==> config.mk <==
export PLATFORM = sky130hd
export DESIGN_NAME = uart_frame_rx
export DESIGN_NICKNAME = d
export VERILOG_FILES = /design/src/rtl/uart_frame_rx.sv
export SDC_FILE = /design/constraint.sdc
export NUM_CORES = 1
export LEC_CHECK = 0
export ABC_AREA = 1
export CORE_MARGIN = 1.5
export CORE_UTILIZATION = 65
export CTS_CLUSTER_SIZE = 24
export DETAILED_ROUTE_END_ITERATION = 8
export PLACE_DENSITY = 0.83
export SLEW_MARGIN = 40
export SYNTH_ARGS = -nofsm -noshare
export SYNTH_HDL_FRONTEND = slang
export SYNTH_SLANG_ARGS = --single-unit
export TNS_END_PERCENT = 5
==> constraint.sdc <==
create_clock -name clk -period 3 [get_ports clk]
set_input_delay 0.45 -clock clk [delete_from_list [all_inputs] [get_ports clk]]
set_output_delay 0.45 -clock clk [all_outputs]
set_load 0.01 [all_outputs]
==> src/rtl/uart_frame_rx.sv <==
// -----------------------------------------------------------------------------
// uart_frame_rx
//
// Purpose:
//   Consumes bytes from a byte-wide UART receiver (recved/ack handshake),
//   hunts for a sync byte and assembles a framed packet:
//       SYNC, LEN, LEN payload bytes, CSUM
//   The 8-bit modular sum of LEN, all payload bytes and CSUM must be zero.
//   A validated payload is held in an internal buffer and presented to the
//   command logic through a valid/ack handshake with random-access reads.
//   Checksum, length and inter-byte timeout errors are flagged with
//   one-cycle pulses.
//
// Ports:
//   clk          system clock, rising edge
//   res          synchronous reset, active low
//   rx_data      byte from UART receiver, valid while rx_recved=1
//   rx_recved    receiver holds a byte awaiting ack
//   rx_ack       one-cycle pulse: byte consumed
//   pkt_valid    validated packet available
//   pkt_len      payload length of the presented packet
//   rd_addr      payload read index
//   rd_data      buffer[rd_addr], combinational read
//   pkt_ack      consumer releases the packet
//   err_csum     one-cycle pulse: checksum mismatch
//   err_len      one-cycle pulse: LEN > MAX_PAYLOAD
//   err_timeout  one-cycle pulse: inter-byte timeout inside a frame
// -----------------------------------------------------------------------------
module uart_frame_rx #(
    parameter int          MAX_PAYLOAD    = 16,
    parameter logic [7:0]  SYNC_BYTE      = 8'hA5,
    parameter int          TIMEOUT_CYCLES = 500000,
    localparam int         AW             = (MAX_PAYLOAD > 1) ? $clog2(MAX_PAYLOAD) : 1
) (
    input  logic          clk,
    input  logic          res,
    input  logic [7:0]    rx_data,
    input  logic          rx_recved,
    output logic          rx_ack,
    output logic          pkt_valid,
    output logic [7:0]    pkt_len,
    input  logic [AW-1:0] rd_addr,
    output logic [7:0]    rd_data,
    input  logic          pkt_ack,
    output logic          err_csum,
    output logic          err_len,
    output logic          err_timeout
);

    localparam logic [2:0] S_SYNC    = 3'd0;
    localparam logic [2:0] S_LEN     = 3'd1;
    localparam logic [2:0] S_PAYLOAD = 3'd2;
    localparam logic [2:0] S_CSUM    = 3'd3;
    localparam logic [2:0] S_DONE    = 3'd4;

    localparam logic [7:0] MAX_LEN = 8'(MAX_PAYLOAD);

    // Counter only needs to reach TIMEOUT_CYCLES-1.
    localparam int TW = (TIMEOUT_CYCLES > 1) ? $clog2(TIMEOUT_CYCLES) : 1;
    localparam logic [TW-1:0] TCNT_LAST = TW'(TIMEOUT_CYCLES - 1);

    logic [2:0]    r_state;
    logic          r_ack;
    logic          r_valid;
    logic [7:0]    r_len;
    logic [7:0]    r_sum;
    logic [AW-1:0] r_idx;
    logic [TW-1:0] r_tcnt;
    logic          r_err_csum;
    logic          r_err_len;
    logic          r_err_timeout;
    logic [7:0]    r_buf [MAX_PAYLOAD];

    logic          w_accept;
    logic          w_in_frame;
    logic [7:0]    w_csum;
    logic          w_last_payload;

    // The receiver keeps recved high during the ack cycle, so r_ack blocks a
    // double accept of the same byte. S_DONE withholds ack as backpressure.
    assign w_accept       = rx_recved && !r_ack && (r_state != S_DONE);
    assign w_in_frame     = (r_state == S_LEN) || (r_state == S_PAYLOAD) ||
                            (r_state == S_CSUM);
    assign w_csum         = r_sum + rx_data;
    assign w_last_payload = (8'(r_idx) == (r_len - 8'd1));

    always_ff @(posedge clk) begin
        if (!res) begin
            r_state       <= S_SYNC;
            r_ack         <= 1'b0;
            r_valid       <= 1'b0;
            r_len         <= 8'd0;
            r_sum         <= 8'd0;
            r_idx         <= '0;
            r_tcnt        <= '0;
            r_err_csum    <= 1'b0;
            r_err_len     <= 1'b0;
            r_err_timeout <= 1'b0;
        end else begin
            // NOTE: non-blocking assignments throughout sequential logic, so
            // every branch below sees the pre-edge values of r_* registers;
            // the defaults here make the error flags single-cycle pulses.
            r_ack         <= w_accept;
            r_err_csum    <= 1'b0;
            r_err_len     <= 1'b0;
            r_err_timeout <= 1'b0;

            if (w_accept) begin
                r_tcnt <= '0;
                case (r_state)
                    S_SYNC: begin
                        if (rx_data == SYNC_BYTE) r_state <= S_LEN;
                    end
                    S_LEN: begin
                        if (rx_data > MAX_LEN) begin
                            r_err_len <= 1'b1;
                            r_state   <= S_SYNC;
                        end else begin
                            r_len   <= rx_data;
                            r_sum   <= rx_data;
                            r_idx   <= '0;
                            r_state <= (rx_data == 8'd0) ? S_CSUM : S_PAYLOAD;
                        end
                    end
                    S_PAYLOAD: begin
                        r_sum <= w_csum;
                        if (w_last_payload) r_state <= S_CSUM;
                        else                r_idx   <= r_idx + 1'b1;
                    end
                    S_CSUM: begin
                        if (w_csum == 8'd0) begin
                            r_state <= S_DONE;
                            r_valid <= 1'b1;
                        end else begin
                            r_err_csum <= 1'b1;
                            r_state    <= S_SYNC;
                        end
                    end
                    default: r_state <= S_SYNC;
                endcase
            end else if (w_in_frame) begin
                if (r_tcnt == TCNT_LAST) begin
                    r_err_timeout <= 1'b1;
                    r_state       <= S_SYNC;
                    r_tcnt        <= '0;
                end else begin
                    r_tcnt <= r_tcnt + 1'b1;
                end
            end

            // Accept is impossible in S_DONE, so this never races the case above.
            if ((r_state == S_DONE) && pkt_ack) begin
                r_valid <= 1'b0;
                r_state <= S_SYNC;
            end
        end
    end

    // NOTE: the payload buffer has no reset; its contents are only meaningful
    // below pkt_len while pkt_valid=1, and skipping reset keeps it a plain RAM.
    // Writes happen only in S_PAYLOAD, so a presented packet is never disturbed.
    always_ff @(posedge clk) begin
        if (res && w_accept && (r_state == S_PAYLOAD)) begin
            r_buf[r_idx] <= rx_data;
        end
    end

    assign rd_data     = r_buf[rd_addr];
    assign rx_ack      = r_ack;
    assign pkt_valid   = r_valid;
    assign pkt_len     = r_len;
    assign err_csum    = r_err_csum;
    assign err_len     = r_err_len;
    assign err_timeout = r_err_timeout;

endmodule

; After elaboration in Yosys (flattened, before gate mapping)
; Memories as Yosys holds them, arrays and structs flattened.
; Cells that the tools add are included.
[totals]
regBits = 47
ramBits = 128
input_bits = 16
mem_count = 1
[op_classes]
n_addsub = 4
n_lt_le_gt_ge = 1
n_eq_ne = 12
n_mux = 20
bitwise_logic = 3
n_reduce_logical = 24
[mem_list]
columns = name, words, word_bits, read_ports, rd_clocked_by_memory_dff, wr, line
row1 = r_buf, 16, 8, 1, 0, 1, 72  ; logic [7:0] r_buf [MAX_PAYLOAD];
[op_table]
columns = operator, count
row1 = adder 19 x 1 -> 19 bit (second input constant), 1
row2 = == test 19 bit (second input constant), 1
row3 = 2-to-1 mux 19 bit, 1
row4 = 2-to-1 mux 3 bit, 6
row5 = logical NOT 8 bit, 2
row6 = one-hot mux 8 bit (2 select lines), 1
row7 = AND reduction 3 bit, 5
row8 = one-hot mux 3 bit (4 select lines), 1
row9 = != test 3 bit (second input constant), 3
row10 = adder 8 bit, 1
row11 = == test 4 x 8 -> 1 bit, 1
row12 = == test 8 bit (second input constant), 1
row13 = greater-than comparator 8 x 5 -> 1 bit (second input constant), 1
row14 = 2-to-1 mux 4 bit, 2
row15 = 2-to-1 mux 8 bit, 1
row16 = one-hot mux 4 bit (2 select lines), 1
row17 = AND reduction 4 bit, 2
row18 = subtractor 8 x 1 -> 8 bit (second input constant), 1
row19 = == test 3 x 2 -> 1 bit (second input constant), 2
row20 = 2-to-1 mux 1 bit, 6
row21 = nonzero test 2 bit, 3
row22 = logical AND 1 bit, 5
row23 = adder 4 x 1 -> 4 bit (second input constant), 1
row24 = != test 2 bit (second input constant), 2
row25 = 9 further kinds, 13

; Longest topological paths before layout
; Gate-level depths: netlist of the first run.
[depth]
depth_word = 7
ltp_mapped = 16
ltp_nobuf = 15

; Worst setup path before layout of the first run
; OpenSTA, ideal clock, no wires.
[synth_path]
path_kind = in2out
from = in rd_addr[0]
to = out rd_data[4]
arrival_ns = 1.498
required_time_ns = 2.550
path_slack_ns = 1.052
stages = 7
path_buffers = 3
path_cell_list = buf_2 -> buf_4 -> buf_2 -> mux2i_1 -> o211ai_1 -> o211ai_1 -> nand2_1
[synth_between]
elab_chain_len = 1
[synth_rtl]
columns = item, line
row1 = start: declaration, 42  ; input logic [AW-1:0] rd_addr,
row2 = memory (16 x 8 bit), n/a
row3 = end: declaration, 43  ; output logic [7:0] rd_data,
; Every way passes these cells.

; Worst setup path in the final report of the first run
[layout_path]
from = in rd_addr[1]
to = out rd_data[6]
; Same word-level chain as after synthesis.

==> metrics, run 1 <==
Ys Warns 0; CTS Hold Buffers Added 0; CP Data Required Time 2550 ps; LEAKAGE 3.65 nW; Max FO, Critical Path 32; Row Count 40; Post-Layout Cell Count 1065; buffer count from post-CTS setup fixing 0; minimum clock period 2810 ps; Yosys reg bits 175; Tightest Pin Transition 491 ps; Synth Area in Compound Gates 10.7%; FF-to-FF End r_buf[14][6]$_DFFE_PP_; CTS sink count 175; router iterations before antenna repair 5; ranking of synthesized cells by area edfxtp_1 (48%), dfxtp_1 (12%), nand2_1 (6.2%), inv_1 (4.7%), mux2i_1 (4.0%); grt ovf 0; post-DP HPWL 13.0 mm; synthesized area per cell 9.81 µm²; Post-DRT Antenna Nets 0; IO buf count 36; clock transition at the registers of the reported paths 60 ps; top-area cell type share of the netlist area 47.6%; gp weighted congestion 0.921; DR vias 6185; top achievable clock speed 356 MHz; Starting Density 66.9%; DRC viols 0; placed instance count 1033; Synth cell types 38; starting DRC count in detailed routing 733; core area 12100 µm²; TritonCTS Buffers 17; antenna violations before repair 0; worst reg2reg path depth 7; Hold Path End pkt_valid$_SDFFE_PP0P_; Post-synth EDFFs 128; Post-Synth Adder-Cell Area 2.26%; Most used DFF post-synth edfxtp_1; total wire length 18.8 mm; Synth Area in Simple Gates 16.7%; Max Cap Violations 0; largest family of logic cells by synthesized area simple AND/OR/NAND/NOR gates; WS Path Type in -> out; first-pass GRT wire length 29.9 mm; die width 114 µm; die span in y 114 µm; total track usage 30.6%; CTS root buffer clkbuf_16; clk_skew 7.70 ps; Tcrit/Tclk final 93.5%; Hold WS 468 ps; PwrDens 580 nW/µm²; Hold Path Depth 2; vias in the first global route 6045; Final nets 914; xor/xnor cell area share of the yosys netlist 0.651%; cts repair resizes 0; WL per Instance 17.6 µm; syn_nets 853; Seq/Total Area, Yosys 59.3%; Worst IR Drop VDD 0.365 mV; hold crit path type reg -> reg; cells after synthesis 823; final hold vios 0; fraction of layout cells with a size suffix above 1 9.48%; die area 13100 µm²; CTS tree done; Area Overhead vs Synth 16.8%; status completed; # IOs 37; mux cell area share after synthesis 3.97%; critical path endpoint category primary output; largest net degree at the start of global routing 66; fraction of registers with async set/reset 0%; final setup violating endpoints 0; Vias/cell 5.81; reg2reg setup slack 770 ps; CP startpoint kind primary input; # diodes 0; H-tree levels 4; max_slew headroom 67.2%; WP data arrival 2360 ps; Post-Syn Area 8070 µm²; Clock Latency Late Sink 430 ps; RSZ-0062 raised after global routing false; FF-to-FF Start r_state[1]$_SDFFE_PP0P_; Final Slew Violations 0; Setup TNS Final 0 ps; Synth area leader edfxtp_1; hold path startpoint pkt_valid$_SDFFE_PP0P_; Clock Path Buffers 2
==> flip-flops by register name (all words and copies together), names as in the netlist, 3 cells and up <==
name,cells
r_state,3
pkt_len,8
r_buf,128
r_idx,4
r_sum,8
r_tcnt,19
==> synthesized netlist by cell type, drive strengths merged, types with 16 or more instances <==
cell type and n:
nor2 86, nand3 50, clkbuf 16, nor3 20
a21oi 60, dfxtp 47, inv 107, o21ai 52
o211ai 32, mux2i 32, nand2 136, edfxtp 128
==> critical path: stages <==
cell             delay [ps]
clkdlybuf4s50_1         540
inv_1                    70
buf_4                   230
o21ai_0                 310
o211ai_1                140
nand2_1                  80
clkdlybuf4s50_1         520
==> worst max-delay path by stage <==
stage | endpoint | slack [ps] | cells after the start | from
2_1_floorplan | rd_data[4] | 1050 | 7 | rd_addr[0]
3_3_place_gp | rd_data[6] | 250 | 7 | rd_addr[1]
3_5_place_dp | rd_data[6] | 230 | 7 | rd_addr[1]
4_1_cts | rd_data[4] | 200 | 8 | rd_addr[1]
5_1_grt | rd_data[6] | 70 | 7 | rd_addr[1]
6_report | rd_data[6] | 190 | 7 | rd_addr[1]
==> routing by layer <==
metal / vias up / wire (µm) / GRT usage [%]
met5: - / 0 / 0
met4: 0 / 644 / 15.0
met3: 54 / 1140 / 6.46
met2: 250 / 9570 / 52.5
met1: 2920 / 7440 / 36.7
li1: 2961 / - / -
==> area by class of cell <==
cell class              count  area (µm²)
flip-flops and latches    175        4780
fillers                   770        2630
inverters                 108         405
well taps                 168         210
repair buffers             69         631
multi-input cells         513        2770
clock buffers              19         443
clock inverters            13         188
==> cells by family (layout without fill, tap and decap cells) <==
family,count (synthesis),after routing
AO/OA/AOI/OAI,151,151
XOR/XNOR,6,6
adder cells (fa/ha/maj),14,14
buffers and inverters,135,209
flip-flops,175,175
multiplexers,32,32
AND/OR/NAND/NOR,310,310
==> report_power, final <==
part / internal, W / switching (W) / total, W
Combinational: 0.000171 / 0.000309 / 0.000479
Sequential: 0.00262 / 0.0000241 / 0.00264
Clock: 0.00142 / 0.000924 / 0.00235
Total: 0.00421 / 0.00126 / 0.00546
==> layout by cell type (no fill, tap or decap), types with 17 or more instances in the layout <==
cell             synthesis  layout
a21oi_1                 59      59
buf_4                    1      32
clkbuf_16                0      17
clkdlybuf4s50_1          0      35
dfxtp_1                 47      47
edfxtp_1               128     128
inv_1                  101     101
mux2i_1                 32      32
nand2_1                134     134
nand3_1                 48      48
nor2_1                  82      82
nor3_1                  18      18
o211ai_1                32      32
o21ai_0                 49      49
==> metrics by stage <==
step / power [W] / setup slack (ps) / area [µm²] / util (%)
2_1_floorplan: 0.00298 / 1050 / 8070 / -
3_3_place_gp: 0.00314 / 252 / 8800 / 72.9
3_5_place_dp: 0.00316 / 228 / 8800 / 72.9
4_1_cts: 0.00546 / 204 / 9430 / 78.2
5_1_grt: 0.00562 / 74.9 / 9430 / 78.2
6_report: 0.00546 / 194 / 9430 / 78.2
Power figures use the tool's default switching activity.
==> inputs of run 2 (changes only) <==
Settings changed: CTS_CLUSTER_DIAMETER from default to 200.
==> results of run 2 <==
No change in the layout: final DEF, timing and power equal those of run 1.
==> inputs of run 3 (changes only) <==
Settings changed: CORE_UTILIZATION 65 to 55, PLACE_DENSITY 0.83 to 0.74.
Clock period 3 ns to 2.3 ns, I/O delays scaled along.
==> run 3 against run 2 <==
  * Utilization down 11 points
  * Non-clock buffer count is 26 higher
  * Die area up 18%
  * Critical path depth stayed put
  * Clock skew grew 1.5 ps
  * Wire length grew 4.0%
  * Cell area rose by 2.3%
  * Largest cell class unchanged
==> metrics, run 3 (same netlist as run 1, synthesis figures left out) <==
status completed; Area Overhead vs Synth 19.5%; P_int 0.00518 W; Max Cap Violations 0; gp weighted congestion 0.931; power share of the clock group 39.9%; # diodes 0; Flop pwr share 50.2%; CTS Hold Buffers Added 0; H-tree levels 4; WS Path Type reg -> reg; starting DRC count in detailed routing 559; commonest cells after routing, fill and taps aside nand2_1 (134), edfxtp_1 (128), inv_1 (100); CP Data Required Time 2440 ps; clk_skew 9.23 ps; PwrDens 711 nW/µm²; max_slew headroom 73.0%; CP max stage cell dfxtp_1; Clock Latency Late Sink 440 ps; WP buf/inv 2; Post-DRT Antenna Nets 0; commonest non-fill, non-tap cell in the layout nand2_1; final hold vios 0; Worst IR Drop VDD 0.611 mV; Max FO, Critical Path 8; total wire length 19.6 mm; Placed Area 9050 µm²; TritonCTS Buffers 17; total track usage 26.8%; top achievable clock speed 472 MHz; minimum clock period 2120 ps; crit-path cells inv_1, nor3_2, nand2_1, nor2_1, nand2_1, nor2_1, buf_4; antenna violations before repair 0; IO buf count 36; DR vias 6304; RSZ-0062 raised after global routing false; Tightest Pin Transition 405 ps; most flop-heavy register r_buf; vias in the first global route 5972; clock transition at the registers of the reported paths 70 ps; Starting Density 56.0%; die area 15400 µm²; WL per Instance 17.7 µm; CTS tree done; Final nets 940; die span in y 124 µm; final instance area 9650 µm²; FF/Latch Area 4780 µm²; first-pass GRT wire length 30.4 mm; Vias/cell 5.69; max reg flops 128; post-DP HPWL 13.7 mm; fraction of layout cells with a size suffix above 1 12.7%; core area 14400 µm²; grt ovf 0; die width 124 µm; # IOs 37; Comb pwr share 9.9%; footprint of the multi-input gates 2780 µm²; Final Slew Violations 0; Hold WS 462 ps; CP startpoint kind register; Fillers 1117; Tcrit/Tclk final 92.0%; Clock Path Buffers 2; hold crit path type reg -> reg; pre-CTS setup slack -305 ps; largest registers r_buf (128), r_tcnt (19); DRC viols 0; GR peak layer met2; router iterations before antenna repair 5; critical path endpoint category register; met2 GRT Util 45.9%; met3 usage 5.77%; LEAKAGE 3.84 nW; Row Count 44; final worst slack 183 ps; met1 GRT Util 33.9%; switching power total 0.00169 W; Setup TNS Final 0 ps; total power 0.00686 W; switch share 24.6%; largest net degree at the start of global routing 38; WP data arrival 2250 ps; final setup violating endpoints 0; largest delay contributor family on the critical path simple AND/OR/NAND/NOR gates; CTS root buffer clkbuf_16; CP max stage delay 390 ps; CTS sink count 175
run 3: cell types whose count changed in the layout (fill, tap and decap cells not counted), sizes merged:
cell | before | now
clkinvlp | 2 | 4
dlygate4sd2 | 0 | 1
bufinv | 4 | 1
clkbuf | 19 | 17
clkinv | 6 | 7
clkdlybuf4s50 | 35 | 25
inv | 109 | 111
dlymetal6s2s | 0 | 9
buf | 34 | 60
run 3: path summary, 6_finish.rpt:
path / end / cells past startpoint / slack, ps / start
worst max-delay path: r_buf[7][7]$_DFFE_PP_ / 7 / 180 / r_state[1]$_SDFFE_PP0P_
worst min-delay path: pkt_valid$_SDFFE_PP0P_ / 2 / 460 / pkt_valid$_SDFFE_PP0P_
worst max register to register: r_buf[7][7]$_DFFE_PP_ / 7 / 180 / r_state[1]$_SDFFE_PP0P_
worst min register to register: pkt_valid$_SDFFE_PP0P_ / 2 / 460 / pkt_valid$_SDFFE_PP0P_
run 3: worst reg2reg max path: stages (launching register included):
cell	delay (ps)
dfxtp_1	390
inv_1	130
nor3_2	280
nand2_1	120
nor2_1	290
nand2_1	210
nor2_1	180
buf_4	230
run 3: what timing repair did:
item                                    4_1_cts  5_1_grt
setup buffers                                 0        0
pin swaps                                     0        0
gates resized for setup                       4       15
endpoints found under the setup margin        8       11
run 3: metal layers:
| layer | up-vias | part of all wire, % |
|---|---|---|
| li1 | 3010 | - |
| met1 | 2995 | 42 |
| met2 | 253 | 50 |
| met3 | 46 | 6.2 |
| met4 | 0 | 2.4 |
| met5 | - | 0 |
run 3: final cells by class:
class                   count  area share [%]
clock inverters            15            1.41
clock buffers              17            4.41
multi-input cells         513            28.8
well taps                 184            2.39
flip-flops and latches    175            49.6
repair buffers             95            9.17
inverters                 108            4.20
run 3: through the flow:
stage	std cells	utilization [%]
after CTS	1107	66.7
final	1107	66.9
after detailed placement	1075	62.8
after global routing	1107	66.9
after floorplan	823	-
after global placement	1075	62.8
run 3: power groups by stage:
| stage | clock network, W | registers [W] | logic, W |
|---|---|---|---|
| 3_3_place_gp | 0 | 0.00351 | 0.000652 |
| 2_1_floorplan | 0 | 0.00351 | 0.000378 |
| 3_5_place_dp | 0 | 0.00351 | 0.000669 |
| 5_1_grt | 0.00289 | 0.00345 | 0.000746 |
| 4_1_cts | 0.00275 | 0.00344 | 0.000677 |
| 6_report | 0.00274 | 0.00344 | 0.000679 |
